### src/rtl/video_stream_tx.sv
// Raster timing generator and registered RGB source fed by a valid/ready pixel stream with SOF alignment.
// Optional macro VIDEO_TX_UNDERFLOW_PATTERN_EN: starved active pixels show eight colour bars instead of black.
module video_stream_tx #(
   parameter int H_ACTIVE = 128,
   parameter int H_FRONT  = 4,
   parameter int H_SYNC   = 8,
   parameter int H_TOTAL  = 144,
   parameter int V_ACTIVE = 32,
   parameter int V_FRONT  = 2,
   parameter int V_SYNC   = 2,
   parameter int V_TOTAL  = 40,
   parameter bit HS_POL   = 1'b1,
   parameter bit VS_POL   = 1'b1
) (
   input  logic        I_clk,
   input  logic        I_rst,
   input  logic        I_enable,
   input  logic        I_pix_valid,
   input  logic [23:0] I_pix_data,
   input  logic        I_pix_sof,
   output logic        O_pix_ready,
   output logic        O_rgb_vs,
   output logic        O_rgb_hs,
   output logic        O_rgb_de,
   output logic [7:0]  O_rgb_r,
   output logic [7:0]  O_rgb_g,
   output logic [7:0]  O_rgb_b,
   output logic        O_frame_start,
   output logic        O_underflow,
   output logic [15:0] O_underflow_cnt,
   output logic        O_resync
);
   localparam int HW = $clog2(H_TOTAL);
   localparam int VW = $clog2(V_TOTAL);

   typedef enum logic [1:0] {IDLE, SYNC, RUN} state_t;

   state_t        state_q, state_d;
   logic [HW-1:0] h_q, h_d;
   logic [VW-1:0] v_q, v_d;
   logic [23:0]   rgb_q, rgb_d;
   logic          de_q, de_d, hs_q, hs_d, vs_q, vs_d;
   logic          fs_q, fs_d, uf_q, uf_d, rs_q, rs_d;
   logic [15:0]   ucnt_q, ucnt_d;

   logic at_org, at_end, active, hs_win, vs_win;
   logic align, in_run, misalign, ready_run, take, starve, drop;

   assign at_org = (h_q == '0) && (v_q == '0);
   assign at_end = (int'(h_q) == H_TOTAL-1) && (int'(v_q) == V_TOTAL-1);
   assign active = (int'(h_q) < H_ACTIVE) && (int'(v_q) < V_ACTIVE);
   assign hs_win = (int'(h_q) >= H_ACTIVE+H_FRONT) && (int'(h_q) < H_ACTIVE+H_FRONT+H_SYNC);
   assign vs_win = (int'(v_q) >= V_ACTIVE+V_FRONT) && (int'(v_q) < V_ACTIVE+V_FRONT+V_SYNC);

   // An SOF at the origin while aligning is consumed exactly like a running cycle.
   assign align     = (state_q == SYNC) && I_pix_valid && I_pix_sof && at_org;
   assign in_run    = (state_q == RUN) || align;
   assign misalign  = in_run && active && I_pix_valid && (I_pix_sof != at_org);
   assign ready_run = in_run && active && !misalign;
   assign take      = ready_run && I_pix_valid;
   assign starve    = in_run && active && !I_pix_valid;
   assign drop      = (state_q == SYNC) && I_pix_valid && !I_pix_sof;

   assign O_pix_ready = !I_rst && (ready_run || drop);

`ifdef VIDEO_TX_UNDERFLOW_PATTERN_EN
   logic [2:0]  bar_idx;
   logic [23:0] bar;
   // Bar order white..black maps to R=!idx[1], G=!idx[2], B=!idx[0].
   assign bar_idx = 3'(int'(h_q) / (H_ACTIVE/8));
   assign bar     = {{8{!bar_idx[1]}}, {8{!bar_idx[2]}}, {8{!bar_idx[0]}}};
`endif

   always_comb begin
      state_d = state_q;
      h_d     = '0;
      v_d     = '0;
      case (state_q)
         IDLE: if (I_enable) state_d = SYNC;
         SYNC, RUN: begin
            if (int'(h_q) == H_TOTAL-1) begin
               h_d = '0;
               v_d = (int'(v_q) == V_TOTAL-1) ? '0 : v_q + VW'(1);
            end else begin
               h_d = h_q + HW'(1);
               v_d = v_q;
            end
            if (misalign)   state_d = SYNC;
            else if (align) state_d = RUN;
            if (at_end && !I_enable) state_d = IDLE;
         end
         default: state_d = IDLE;
      endcase

      de_d   = in_run && active;
      hs_d   = ((state_q != IDLE) && hs_win) ? HS_POL : !HS_POL;
      vs_d   = ((state_q != IDLE) && vs_win) ? VS_POL : !VS_POL;
      fs_d   = take && at_org;
      uf_d   = starve;
      rs_d   = misalign;
      ucnt_d = (starve && (ucnt_q != 16'hFFFF)) ? ucnt_q + 16'd1 : ucnt_q;
      rgb_d  = '0;
      if (take) rgb_d = I_pix_data;
`ifdef VIDEO_TX_UNDERFLOW_PATTERN_EN
      else if (starve) rgb_d = bar;
`endif
   end

   always_ff @(posedge I_clk) begin
      if (I_rst) begin
         state_q <= IDLE;
         h_q     <= '0;
         v_q     <= '0;
         rgb_q   <= '0;
         de_q    <= 1'b0;
         hs_q    <= !HS_POL;
         vs_q    <= !VS_POL;
         fs_q    <= 1'b0;
         uf_q    <= 1'b0;
         rs_q    <= 1'b0;
         ucnt_q  <= '0;
      end else begin
         state_q <= state_d;
         h_q     <= h_d;
         v_q     <= v_d;
         rgb_q   <= rgb_d;
         de_q    <= de_d;
         hs_q    <= hs_d;
         vs_q    <= vs_d;
         fs_q    <= fs_d;
         uf_q    <= uf_d;
         rs_q    <= rs_d;
         ucnt_q  <= ucnt_d;
      end
   end

   assign O_rgb_r         = rgb_q[23:16];
   assign O_rgb_g         = rgb_q[15:8];
   assign O_rgb_b         = rgb_q[7:0];
   assign O_rgb_de        = de_q;
   assign O_rgb_hs        = hs_q;
   assign O_rgb_vs        = vs_q;
   assign O_frame_start   = fs_q;
   assign O_underflow     = uf_q;
   assign O_underflow_cnt = ucnt_q;
   assign O_resync        = rs_q;
endmodule

### config.mk
export PLATFORM = sky130hd
export DESIGN_NAME = video_stream_tx
export DESIGN_NICKNAME = d
export VERILOG_FILES = /design/src/rtl/video_stream_tx.sv
export SDC_FILE = /design/constraint.sdc
export NUM_CORES = 1
export LEC_CHECK = 0
export ABC_AREA = 0
export CAP_MARGIN = 20
export CORE_MARGIN = 2
export CORE_UTILIZATION = 50
export CTS_BUF_LIST = sky130_fd_sc_hd__clkbuf_4 sky130_fd_sc_hd__clkbuf_8
export CTS_CLUSTER_DIAMETER = 30
export DETAILED_ROUTE_END_ITERATION = 10
export PLACE_DENSITY = 0.92
export SETUP_SLACK_MARGIN = 0.3
export SLEW_MARGIN = 20
export SYNTH_ARGS = -nofsm -noshare
export SYNTH_HDL_FRONTEND = slang
export SYNTH_SLANG_ARGS = --single-unit
### constraint.sdc
create_clock -name I_clk -period 3.34 [get_ports I_clk]
set_input_delay 0.334 -clock I_clk [delete_from_list [all_inputs] [get_ports I_clk]]
set_output_delay 0.334 -clock I_clk [all_outputs]
set_load 0.01 [all_outputs]
# Yosys cells after proc, flatten, opt, wreduce, memory -nomap -nowiden
# Cells that the tools add are included.
dict set report word_totals {
  register_bits 62
  out_inout_bits 47
  wordCells 75
}
dict set report op_classes {
  addsub 3
  magnitude_cmp 6
  n_eq_ne 8
  mux 8
  n_bitwise 2
  n_reduce_logical 37
}
# cell count
set ops {}
lappend ops {{1-bit logical AND} 21}
lappend ops {{16-bit by 1-bit adder with 16-bit output (second input constant)} 1}
lappend ops {{8-bit less-than comparator (second input constant)} 2}
lappend ops {{16-bit inequality test (second input constant)} 1}
lappend ops {{6-bit less-than comparator (second input constant)} 2}
lappend ops {{8-bit by 1-bit adder with 8-bit output (second input constant)} 1}
lappend ops {{8-bit == test (second input constant)} 1}
lappend ops {{8-bit greater-or-equal comparator (second input constant)} 1}
lappend ops {{8-bit zero test} 1}
lappend ops {{2-bit two-way mux} 4}
lappend ops {{6-bit by 1-bit adder with 6-bit output (second input constant)} 1}
lappend ops {{6-bit == test (second input constant)} 1}
lappend ops {{6-bit greater-or-equal comparator (second input constant)} 1}
lappend ops {{6-bit zero test} 1}
lappend ops {{6-bit two-way mux} 1}
lappend ops {{2-bit OR reduction} 3}
lappend ops {{1-bit zero test} 5}
lappend ops {{4-bit inequality test (second input constant)} 1}
lappend ops {{2-bit case mux with 2 select lines} 1}
lappend ops {{3-bit OR reduction} 1}
lappend ops {{2-bit by 1-bit == test with 1-bit output (second input constant)} 1}
lappend ops {{2-bit == test (second input constant)} 1}
lappend ops {{2-bit zero test} 1}
lappend ops {{1-bit logical OR} 2}
lappend ops {{other kinds (6)} 8}

# Logic depth before layout (Yosys ltp)
dict set report logic_depth {
  ltp_word 13
  ltp_mapped 10
  ltp_nobuf 7
}

# Worst setup path after synthesis
# OpenSTA, ideal clock, no wires.
dict set report synth_timing {
  path_kind {reg-to-reg}
  startpoint {register v_q[0]}
  endpoint {register ucnt_q[11] (netlist: O_underflow_cnt[11])}
  arrival_ps 2179
  path_slack_ps 1037
  stages_incl_launch_ff 10
  path_buffers 2
  cell_sequence {dfxtp_1 inv_1 ha_1 and4bb_1 a41oi_2 or4_1 buf_2 buf_6 nor4_2 mux2_1}
}
dict set report synth_via {
  elab_chain_cells 7
  elab_cells_between_ends 9
  cone_classes {1 x order compare; 8 x reduce/logical}
}
# element line_no
set synth_lines {}
lappend synth_lines {{start, declared} 40} ;# logic [VW-1:0] v_q, v_d;
lappend synth_lines {{start signal, assigned} 125} ;# v_q <= v_d;
lappend synth_lines {{parallel branches: the longest is 4 deep, another holds 6-bit less-than comparator} n/a}
lappend synth_lines {{1-bit logical AND * (2 in series)} 61} ;# assign starve = in_run && active && !I_pix_valid;
lappend synth_lines {{1-bit logical AND *} 101} ;# ucnt_d = (starve && (ucnt_q != 16'hFFFF)) ? ucnt_q + 16'd1 : ucnt_q;
lappend synth_lines {{end signal, assigned} 133} ;# ucnt_q <= ucnt_d;
lappend synth_lines {{end, declared} 44} ;# logic [15:0] ucnt_q, ucnt_d;
# Mark *: on every way between the ends.
# A chain may end at the register's enable or synchronous reset.

# Worst setup path after layout
dict set report layout_timing {
  startpoint {register h_q[1]}
  endpoint {output port O_pix_ready}
}
dict set report layout_via {
  elab_chain_cells 11
  elab_cells_between_ends 14
  cone_classes {1 x order compare; 1 x eq/ne; 12 x reduce/logical}
}
# element line_no
set layout_lines {}
lappend layout_lines {{start, declared} 39} ;# logic [HW-1:0] h_q, h_d;
lappend layout_lines {{start signal, assigned} 112} ;# h_q <= '0;
lappend layout_lines {{start signal, assigned} 124} ;# h_q <= h_d;
lappend layout_lines {{parallel branches: the longest is 8 deep, another holds 8-bit less-than comparator} n/a}
lappend layout_lines {{1-bit logical AND *} 59} ;# assign ready_run = in_run && active && !misalign;
lappend layout_lines {{1-bit logical OR *} 64} ;# assign O_pix_ready = !I_rst && (ready_run || drop);
lappend layout_lines {{1-bit logical AND *} 64}
lappend layout_lines {{end, declared} 21} ;# output logic O_pix_ready,
# Marked as above.

==> results by group <==
Global routing
  – First-pass GRT wire length: 9798 µm
  – GRT overflow: 0
  – Total GRT Usage: 20.95%
  – Vias in the first global route: 2,169
  – Pin count of the biggest net entering global routing: 27
  – Initial antenna violation count: 0

Synth
  – Sequential area share after synthesis: 46.95%
  – Mapped cell area: 2644 µm²
  – Ys async rst share: 0%
  – Primary FF master, synth: dfxtp_1
  – Synthesis-stage register bit count: 62
  – Post-synth EDFFs: 0
  – Post-synth cell types: 45
  – Synth Instances: 279
  – Warnings from Yosys: 0
  – Syn avg cell area: 9.476 µm²
  – Mapped Nets: 317

Worst setup path
  – RR Endpoint: O_underflow_cnt[13]
  – Worst Path Buf+Inv: 2
  – CP Launch Type: flip-flop
  – Worst Path Required: 3.01 ns
  – CP Depth: 8
  – CP endpoint: O_pix_ready
  – CP peak stage delay: 0.39 ns
  – Top cell family by delay on the critical path: simple AND/OR/NAND/NOR gates
  – FF-to-FF Start: h_q[1]
  – Flop-to-flop setup slack: 0.85 ns
  – CP Max Fanout: 4
  – CP max-delay cell: dfxtp_1
  – Crit path from: h_q[1]
  – R2R depth: 8
  – Cells along the critical path: inv_1 > ha_1 > and4bb_1 > and3_2 > o31a_2 > a2bb2oi_1 > nor2_1 > dlymetal6s2s_1
  – CP Data Arrival Time: 2.23 ns
  – Critical Setup Path Class: flip-flop to primary output
  – Worst setup EP type: primary output

STA
  – RSZ-0062 raised after global routing: false
  – Slew @ Worst Pin: 0.8236 ns
  – Skew final: 0.006373 ns
  – Fmax: 0.3900 GHz
  – Final Slew Violations: 0
  – Crit share post-route: 76.77%
  – Setup TNS: 0 ns
  – Fin. Hold Viols: 0
  – Final worst path period need: 2.564 ns
  – Final-report setup violation count: 0
  – Slew HR: 44.35%

Die
  – Die height: 76.72 µm
  – I/O pin count: 76
  – Die area: 5885 µm²
  – Cell row count: 26
  – Starting density of the core: 51.76%
  – Die W: 76.72 µm
  – Core area: 5107 µm²

Finish
  – Final antenna diode count: 0
  – Area occupied by multi-input gates: 1275 µm²
  – Design Area, Final: 3635 µm²
  – Area Growth Syn to Fin: 37.48%
  – Storage cell area: 1245 µm²
  – Non-Filler Instances: 429
  – Fillers: 398
  – Share of cells above drive strength 1: 9.192%
  – Layout net count: 393

Drt
  – Drt total wl: 5902 µm
  – Vias: 2,277
  – DRC: 0
  – ANT nets after route: 0
  – Iter 0 DRT Violations: 102
  – Drt pass-1 iters: 4
  – Vias/cell: 5.308
  – Routed len/inst: 13.76 µm

Clock network
  – Post-CTS Setup Bufs: 0
  – CTS max path bufs: 2
  – CTS H-tree depth: 3
  – CTS Buf Count: 9
  – Worst-skew pair later-pin latency: 0.34 ns
  – Clock net sink count: 62
  – Clock root cell: clkbuf_8
  – TritonCTS clock tree: built
  – CTS clk-pin slew, worst paths: 0.06 ns

Pwr
  – VDD IR max: 0.4056 mV
  – NetSw: 418.5 µW
  – Switching fraction of total power: 24.81%
  – Logic gate share of total power: 14.4%
  – Internal power: 1.268 mW
  – Clock share of power: 39.8%
  – Power per standard cell area: 464.0 nW/µm²
  – Lkg Pwr: 1.355 nW
  – Sequential Power Share: 45.9%

Placed design
  – Detailed placement HPWL: 4265 µm
  – Final Wtd Congestion: 0.8263
  – Cell Area, Placed: 3426 µm²
  – Cell Count Post-Placement: 414
  – PortBufs: 75

Status
  – Outcome: finished, final reports clean

Run
  – Max_cap viols: 0

Min path
  – Hold Crit Class: flip-flop to flip-flop
## worst min path at each step
| stage | start | to | slack (ns) | cells past startpoint |
|---|---|---|---|---|
| finish | h_q[0] | h_q[0] | 0.45 | 1 |
| global route | h_q[0] | h_q[0] | 0.49 | 1 |
| CTS | h_q[0] | h_q[0] | 0.49 | 1 |
| detailed placement | h_q[0] | h_q[0] | 0.48 | 1 |
| global placement | h_q[0] | h_q[0] | 0.46 | 1 |
| floorplan | I_pix_valid | O_underflow | 0.41 | 1 |
## per-stage QoR
| stage | hold slack, ns | power (mW) | util, % | worst slack (ns) |
|---|---|---|---|---|
| global placement | 0.4604 | 1.019 | 67.07 | 0.5606 |
| floorplan | 0.4125 | 0.9451 | - | 1.037 |
| CTS | 0.4913 | 1.697 | 71.04 | 0.3242 |
| finish | 0.4520 | 1.686 | 71.17 | 0.7758 |
| global route | 0.4892 | 1.766 | 71.17 | 0.6375 |
| detailed placement | 0.4781 | 1.028 | 67.07 | 0.4466 |
## cell families (layout without fill, tap and decap cells)
kind of cell,count (synthesis),after routing,share of synthesized area (%)
compound gates,37,37,9.087
xor+xnor,10,10,3.313
fa+ha+maj,9,9,4.259
buf+inv,27,107,4.827
flops,62,62,46.95
mux,7,7,2.839
simple gates,127,127,28.73
## flip-flops by register name, summed over array words and instances (netlist names)
name             count
O_frame_start        1
O_resync             1
O_rgb_de             1
O_rgb_hs             1
O_rgb_vs             1
O_underflow          1
O_underflow_cnt     16
h_q                  8
rgb_q               24
state_q              2
v_q                  6
## area by class of cell
class | count | area share, %
multi-input cells | 190 | 35.08
repair buffers | 77 | 21.14
well taps | 70 | 2.410
clock inverters | 3 | 1.205
inverters | 15 | 1.549
flip-flops and latches | 62 | 34.25
clock buffers | 12 | 4.372
## layout by cell type, fill, tap and decap left out, types with 7 or more instances in the layout
| cell | Yosys | routed |
|---|---|---|
| or4_1 | 8 | 8 |
| nand3_1 | 8 | 8 |
| nor2b_1 | 8 | 8 |
| a21oi_1 | 16 | 16 |
| nor2_1 | 25 | 25 |
| inv_1 | 15 | 15 |
| o31ai_1 | 7 | 7 |
| ha_1 | 9 | 9 |
| clkdlybuf4s50_1 | 0 | 74 |
| dfxtp_1 | 62 | 59 |
| nand2_1 | 12 | 12 |
| clkbuf_8 | 0 | 11 |
| and2_1 | 25 | 25 |
## power by group through the flow
stage / logic, mW / clock network [mW] / registers [mW]
detailed placement: 0.239 / 0 / 0.789
global route: 0.270 / 0.719 / 0.776
finish: 0.242 / 0.670 / 0.774
floorplan: 0.155 / 0 / 0.791
CTS: 0.241 / 0.683 / 0.773
global placement: 0.231 / 0 / 0.788
## per-layer routing
| layer | part of all wire (%) | track usage (%) |
|---|---|---|
| met5 | 0 | 0 |
| met4 | 2.7 | 9.455 |
| met3 | 5.6 | 7.529 |
| met2 | 51 | 35.88 |
| met1 | 41 | 23.22 |
## cell usage after synthesis (all sizes together), types with 3 or more instances
cell | number | area [µm²]
clkbuf | 7 | 26.28
nor4 | 6 | 56.31
nor3 | 7 | 57.55
o31ai | 7 | 52.55
dfxtp | 62 | 1241
nand4 | 6 | 37.54
inv | 15 | 56.30
a21oi | 16 | 80.08
and3 | 7 | 48.80
or3 | 6 | 37.54
mux2 | 4 | 45.04
and2 | 25 | 156.4
buf | 4 | 32.53
xor2 | 6 | 52.55
xnor2 | 4 | 35.03
ha | 9 | 112.6
mux2i | 3 | 30.03
nor2 | 25 | 93.84
nand3 | 8 | 40.04
or4 | 8 | 60.06
nor2b | 8 | 50.05
o21ai | 6 | 30.03
nand2 | 12 | 45.04
## timing repair
| action | 4_1_cts | 5_1_grt |
|---|---|---|
| setup endpoints to repair | 0 | 1 |
| gates resized for setup | 0 | 4 |
| hold buffers | 0 | 0 |
No activity file was read; power rests on OpenSTA's default activity.
